<file path="config.mk">
export PLATFORM = sky130hd
export DESIGN_NAME = acb_mem_arbiter
export DESIGN_NICKNAME = d
export VERILOG_FILES = /design/src/rtl/acb_mem_arbiter.sv
export SDC_FILE = /design/constraint.sdc
export NUM_CORES = 1
export LEC_CHECK = 0
export CAP_MARGIN = 20
export CORE_AREA = 2 2 183 185
export DETAILED_ROUTE_END_ITERATION = 10
export DIE_AREA = 0 0 185 187
export MAX_ROUTING_LAYER = met4
export PLACE_DENSITY = 0.6
export SYNTH_ARGS = -nofsm -noshare
export SYNTH_HDL_FRONTEND = slang
export SYNTH_SLANG_ARGS = --single-unit
</file>
<file path="constraint.sdc">
create_clock -name clk -period 3.23 [get_ports clk]
set_clock_uncertainty 0.15 [all_clocks]
set_input_delay 0.4845 -clock clk [delete_from_list [all_inputs] [get_ports clk]]
set_output_delay 0.4845 -clock clk [all_outputs]
set_load 0.01 [all_outputs]
</file>
<file path="src/rtl/acb_mem_arbiter.sv">
// acb_mem_arbiter: round-robin share of the accelerator memory pipes with an in-order tag FIFO for response routing.
// Define ACB_ARB_FIXED_PRIO_EN to switch winner selection to lowest-index fixed priority.
module acb_mem_arbiter #(
    parameter int NUM_REQ         = 2,
    parameter int MAX_OUTSTANDING = 4
) (
    input  logic                   clk,
    input  logic                   reset,
    input  logic [NUM_REQ-1:0]     REQ_pipe_write_req,
    output logic [NUM_REQ-1:0]     REQ_pipe_write_ack,
    input  logic [NUM_REQ*110-1:0] REQ_pipe_write_data,
    output logic [64:0]            RESP_pipe_read_data,
    input  logic [NUM_REQ-1:0]     RESP_pipe_read_req,
    output logic [NUM_REQ-1:0]     RESP_pipe_read_ack,
    output logic [109:0]           ACB_ACCELERATOR_MEM_REQUEST_pipe_read_data,
    input  logic                   ACB_ACCELERATOR_MEM_REQUEST_pipe_read_req,
    output logic                   ACB_ACCELERATOR_MEM_REQUEST_pipe_read_ack,
    input  logic [64:0]            ACB_ACCELERATOR_MEM_RESPONSE_pipe_write_data,
    input  logic                   ACB_ACCELERATOR_MEM_RESPONSE_pipe_write_req,
    output logic                   ACB_ACCELERATOR_MEM_RESPONSE_pipe_write_ack
);
    localparam int IW = (NUM_REQ > 1) ? $clog2(NUM_REQ) : 1;
    localparam int AW = $clog2(MAX_OUTSTANDING);
    localparam logic [AW:0] FULL = (AW+1)'(MAX_OUTSTANDING);

    logic               slot_valid;
    logic [109:0]       slot_data;
    logic [IW-1:0]      tags [MAX_OUTSTANDING];
    logic [AW-1:0]      wp, rp;
    logic [AW:0]        count;
    logic               resp_valid;
    logic [64:0]        resp_data;
    logic [IW-1:0]      resp_dest;
    logic [IW-1:0]      winner;
    logic               grant, resp_take, resp_consume;

`ifdef ACB_ARB_FIXED_PRIO_EN
    always_comb begin
        winner = '0;
        for (int k = NUM_REQ - 1; k >= 0; k--)
            if (REQ_pipe_write_req[k]) winner = IW'(k);
    end
`else
    logic [IW-1:0] last_grant;
    // Descending scan so the requester nearest after last_grant is assigned last and wins.
    always_comb begin
        winner = '0;
        for (int k = NUM_REQ; k >= 1; k--)
            if (REQ_pipe_write_req[(int'(last_grant) + k) % NUM_REQ])
                winner = IW'((int'(last_grant) + k) % NUM_REQ);
    end
    always_ff @(posedge clk or negedge reset)
        if (!reset) last_grant <= IW'(NUM_REQ - 1);
        else if (grant) last_grant <= winner;
`endif

    assign grant = reset && (!slot_valid || ACB_ACCELERATOR_MEM_REQUEST_pipe_read_req)
                   && (count != FULL) && (|REQ_pipe_write_req);

    always_comb begin
        REQ_pipe_write_ack         = '0;
        REQ_pipe_write_ack[winner] = grant;
    end

    assign resp_consume = resp_valid && RESP_pipe_read_req[resp_dest];
    assign ACB_ACCELERATOR_MEM_RESPONSE_pipe_write_ack = (!resp_valid || resp_consume) && (count != '0);
    assign resp_take = ACB_ACCELERATOR_MEM_RESPONSE_pipe_write_ack && ACB_ACCELERATOR_MEM_RESPONSE_pipe_write_req;

    always_ff @(posedge clk or negedge reset)
        if (!reset) begin
            slot_valid <= 1'b0;
            slot_data  <= '0;
        end else if (grant) begin
            slot_valid <= 1'b1;
            slot_data  <= REQ_pipe_write_data[int'(winner)*110 +: 110];
        end else if (ACB_ACCELERATOR_MEM_REQUEST_pipe_read_req) begin
            slot_valid <= 1'b0;
        end

    always_ff @(posedge clk)
        if (grant) tags[wp] <= winner;

    always_ff @(posedge clk or negedge reset)
        if (!reset) begin
            wp    <= '0;
            rp    <= '0;
            count <= '0;
        end else begin
            if (grant) wp <= wp + 1'b1;
            if (resp_take) rp <= rp + 1'b1;
            count <= count + (AW+1)'(grant) - (AW+1)'(resp_take);
        end

    always_ff @(posedge clk or negedge reset)
        if (!reset) begin
            resp_valid <= 1'b0;
            resp_data  <= '0;
            resp_dest  <= '0;
        end else if (resp_take) begin
            resp_valid <= 1'b1;
            resp_data  <= ACB_ACCELERATOR_MEM_RESPONSE_pipe_write_data;
            resp_dest  <= tags[rp];
        end else if (resp_consume) begin
            resp_valid <= 1'b0;
        end

    always_comb begin
        RESP_pipe_read_ack            = '0;
        RESP_pipe_read_ack[resp_dest] = resp_valid;
    end

    assign RESP_pipe_read_data                        = resp_data;
    assign ACB_ACCELERATOR_MEM_REQUEST_pipe_read_ack  = slot_valid;
    assign ACB_ACCELERATOR_MEM_REQUEST_pipe_read_data = slot_data;
endmodule

</file>
==> summary.md <==
| Metric | Value |
|---|---|
| Run status | finished, violations left |
| Violated checks | negative hold slack |
| CTS tree | built |
| Chip height | 187 um |
| Final weighted congestion in routability-driven placement | 0.7297 |
| WL met3 | 2.750 mm |
| Post_cts resized | 0 |
| Post-route clock period utilization | 0.9280 |
| Critical Path RT | 2.60 ns |
| Ant diodes | 0 |
| Core Footprint | 0.03286 mm^2 |
| IO buf count | 473 |
| Die area | 0.03460 mm^2 |
| Worst hold slack | -0.04994 ns |
| Max-slew violation count | 0 |
| Num Clock Sinks | 190 |
| Io pins | 474 |
| Synthesized instance count | 552 |
| Worst r2r path cells | 10 |
| Number of global-route vias before repair | 7008 |
| CP Capture Type | primary output |
| Root Driver | clkbuf_16 |
| Layout Nets | 1321 |
| Static Leak | 0.005985 uW |
| H-tree depth | 4 |
| Starting density of the core | 0.2757 |
| Post-DP HPWL | 19.83 mm |
| Final core occ | 0.4473 |
| Postcts setup bufs | 0 |
| Ys Warns | 0 |
| Hold Crit Class | input pin to asynchronous set/reset pin |
| Syn avg cell area | 16.41 um^2 |
| Rows | 67 |
| First-pass iteration count of the detailed router | 4 |
| Drt via density | 4.215 |
| WS Path Type | input pin to primary output |
| Total of max-cap violations | 0 |
| Flops & latches, synth | 190 |
| DRT antenna net count | 0 |
| Residual DRC | 0 |
| Setup TNS Final | 0 ns |
| DR iter-0 viols | 151 |
| Vias after detailed routing | 6247 |
| Clk_lat worst skew | 0.44 ns |
| Final instance area | 0.01470 mm^2 |
| Routed wire length on met2 | 13.48 mm |
| Gr usage total | 0.1591 |
| Mapped cell area | 0.009059 mm^2 |
| Gr ovfl total | 0 |
| Final setup fails | 0 |
| Register area share after synthesis | 0.5272 |
| Initial antenna violation count | 0 |
| Post-CTS Hold Buffers | 0 |
| Worst-margin pin slew | 0.7917 ns |
| Crit path time final | 2.998 ns |
| TritonCTS Buffers | 17 |
| CP max FO | 3 |
| Largest net degree at the start of global routing | 130 |
| Post-synth ARST share | 0.9789 |
| Per-cell routed wire length | 17.93 um |
| Top cell type's share of synthesized area | 0.5110 |
| Synth Net Count | 852 |
| Most common cell after layout, fill and taps aside | clkdlybuf4s50_1 |
| Synth Flop Type | dfrtp_1 |
| Reg clk slew, reported paths | 0.07 ns |
| Fmax | 333.6 MHz |
| Peak VDD IR | 0.3967 mV |
| Die X | 185 um |
| Area contributors post-synth | dfrtp_1 51%, mux2_2 24%, mux2_4 13% |
| Setup crit start kind | input pin |
| P&R area growth vs syn | 62.25% |
| M1 WL | 9.986 mm |
| Power Density | 840.6 mW/mm^2 |
| Slew headroom | 0.4722 |
| Post-synth EDFFs | 4 |
| RSZ-0062 raised after global routing | no |
| Arr. time, crit path | 2.36 ns |
| CTS max path bufs | 2 |
| Cell taking the most area after synthesis | dfrtp_1 |
| DR top layer | met4 |
| First-pass GRT wire length | 40.27 mm |
| Routed WL | 26.58 mm |
| Share of layout cells above drive strength 1 | 0.3143 |
| Synth cell types | 33 |
| Area after DPL | 0.01412 mm^2 |
| Fin. Hold Viols | 8 |
| Most frequent cells in the layout | 472 x clkdlybuf4s50_1, 197 x mux2_2, 185 x dfrtp_1, 80 x mux2_4, 17 x clkbuf_16 |
power breakdown:
part	switching [uW]	total (uW)	leakage (uW)	internal [uW]
clock network	994	2120	0.000282	1130
registers	697	4290	0.00221	3590
logic	2100	5950	0.00349	3840
worst max-delay path, cell delays in order:
cell             delay, ns
clkdlybuf4s50_1       0.53
o21ai_1               0.13
a221oi_4              0.34
buf_4                 0.18
and2_1                0.11
clkdlybuf4s50_1       0.59
synthesized netlist by cell type, types with 2 or more instances:
cell type and instances:
and2_1 6, buf_12 10, buf_2 5, buf_6 11, clkbuf_1 4, dfrtp_1 185
edfxtp_1 4, ha_1 6, inv_1 7, mux2_1 11, mux2_2 197, mux2_4 80
nand2_1 2, nor2_1 2, xnor2_1 4
metrics by stage:
step	std cells	hold slack, ns	worst slack (ns)	power, uW
6_report	1482	-0.04994	0.2324	12350
5_1_grt	1482	0.03901	0.09543	13130
3_3_place_gp	1450	0.3159	0.1476	10320
3_5_place_dp	1450	0.3251	0.1467	10370
4_1_cts	1482	0.07051	0.1270	12590
2_1_floorplan	552	0.03891	0.6171	7141
final timing paths:
path / from / end / slack [ns]
setup / recovery: REQ_pipe_write_req[0] / REQ_pipe_write_ack[1] / 0.23
hold / removal: reset / wp[1] / -0.05
setup reg to reg: count[1] / count[2] / 0.70
hold reg to reg: ACB_ACCELERATOR_MEM_REQUEST_pipe_read_data[93] / ACB_ACCELERATOR_MEM_REQUEST_pipe_read_data[93] / 0.35
max in group asynchronous: reset / ACB_ACCELERATOR_MEM_REQUEST_pipe_read_data[86] / 1.74
min in group clk: ACB_ACCELERATOR_MEM_REQUEST_pipe_read_data[93] / ACB_ACCELERATOR_MEM_REQUEST_pipe_read_data[93] / 0.35
area by class of cell:
class / instances / area (um^2)
tap: 448 / 560.5
inverter: 8 / 30.03
clock inverter: 12 / 125.1
fill: 3042 / 18160
sequential: 190 / 4776
multi-input combinational: 322 / 3881
clock buffer: 20 / 456.7
timing repair buffer: 482 / 4868
state kept, by name, summed over array words and instances (netlist names):
signal	flops
wp	2
ACB_ACCELERATOR_MEM_REQUEST_pipe_read_data	110
resp_valid	1
RESP_pipe_read_data	65
resp_dest	1
count	3
tags	4
rp	2
last_grant	1
ACB_ACCELERATOR_MEM_REQUEST_pipe_read_ack	1
routing by layer:
layer / global-route usage / vias up
li1: - / 2918
met1: 0.1670 / 3015
met2: 0.2743 / 295
met3: 0.06698 / 19
met4: 0.03999 / 0
met5: - / -
cells by family (layout without fill, tap and decap cells):
logic type,Yosys count,in the layout,synth area share
simple gates,11,11,0.006493
compound gates,9,9,0.01022
flops,190,190,0.5272
xor+xnor,5,5,0.004834
buf+inv,40,522,0.04599
fa+ha+maj,7,7,0.01050
mux,290,290,0.3948
Power figures use the tool's default switching activity.
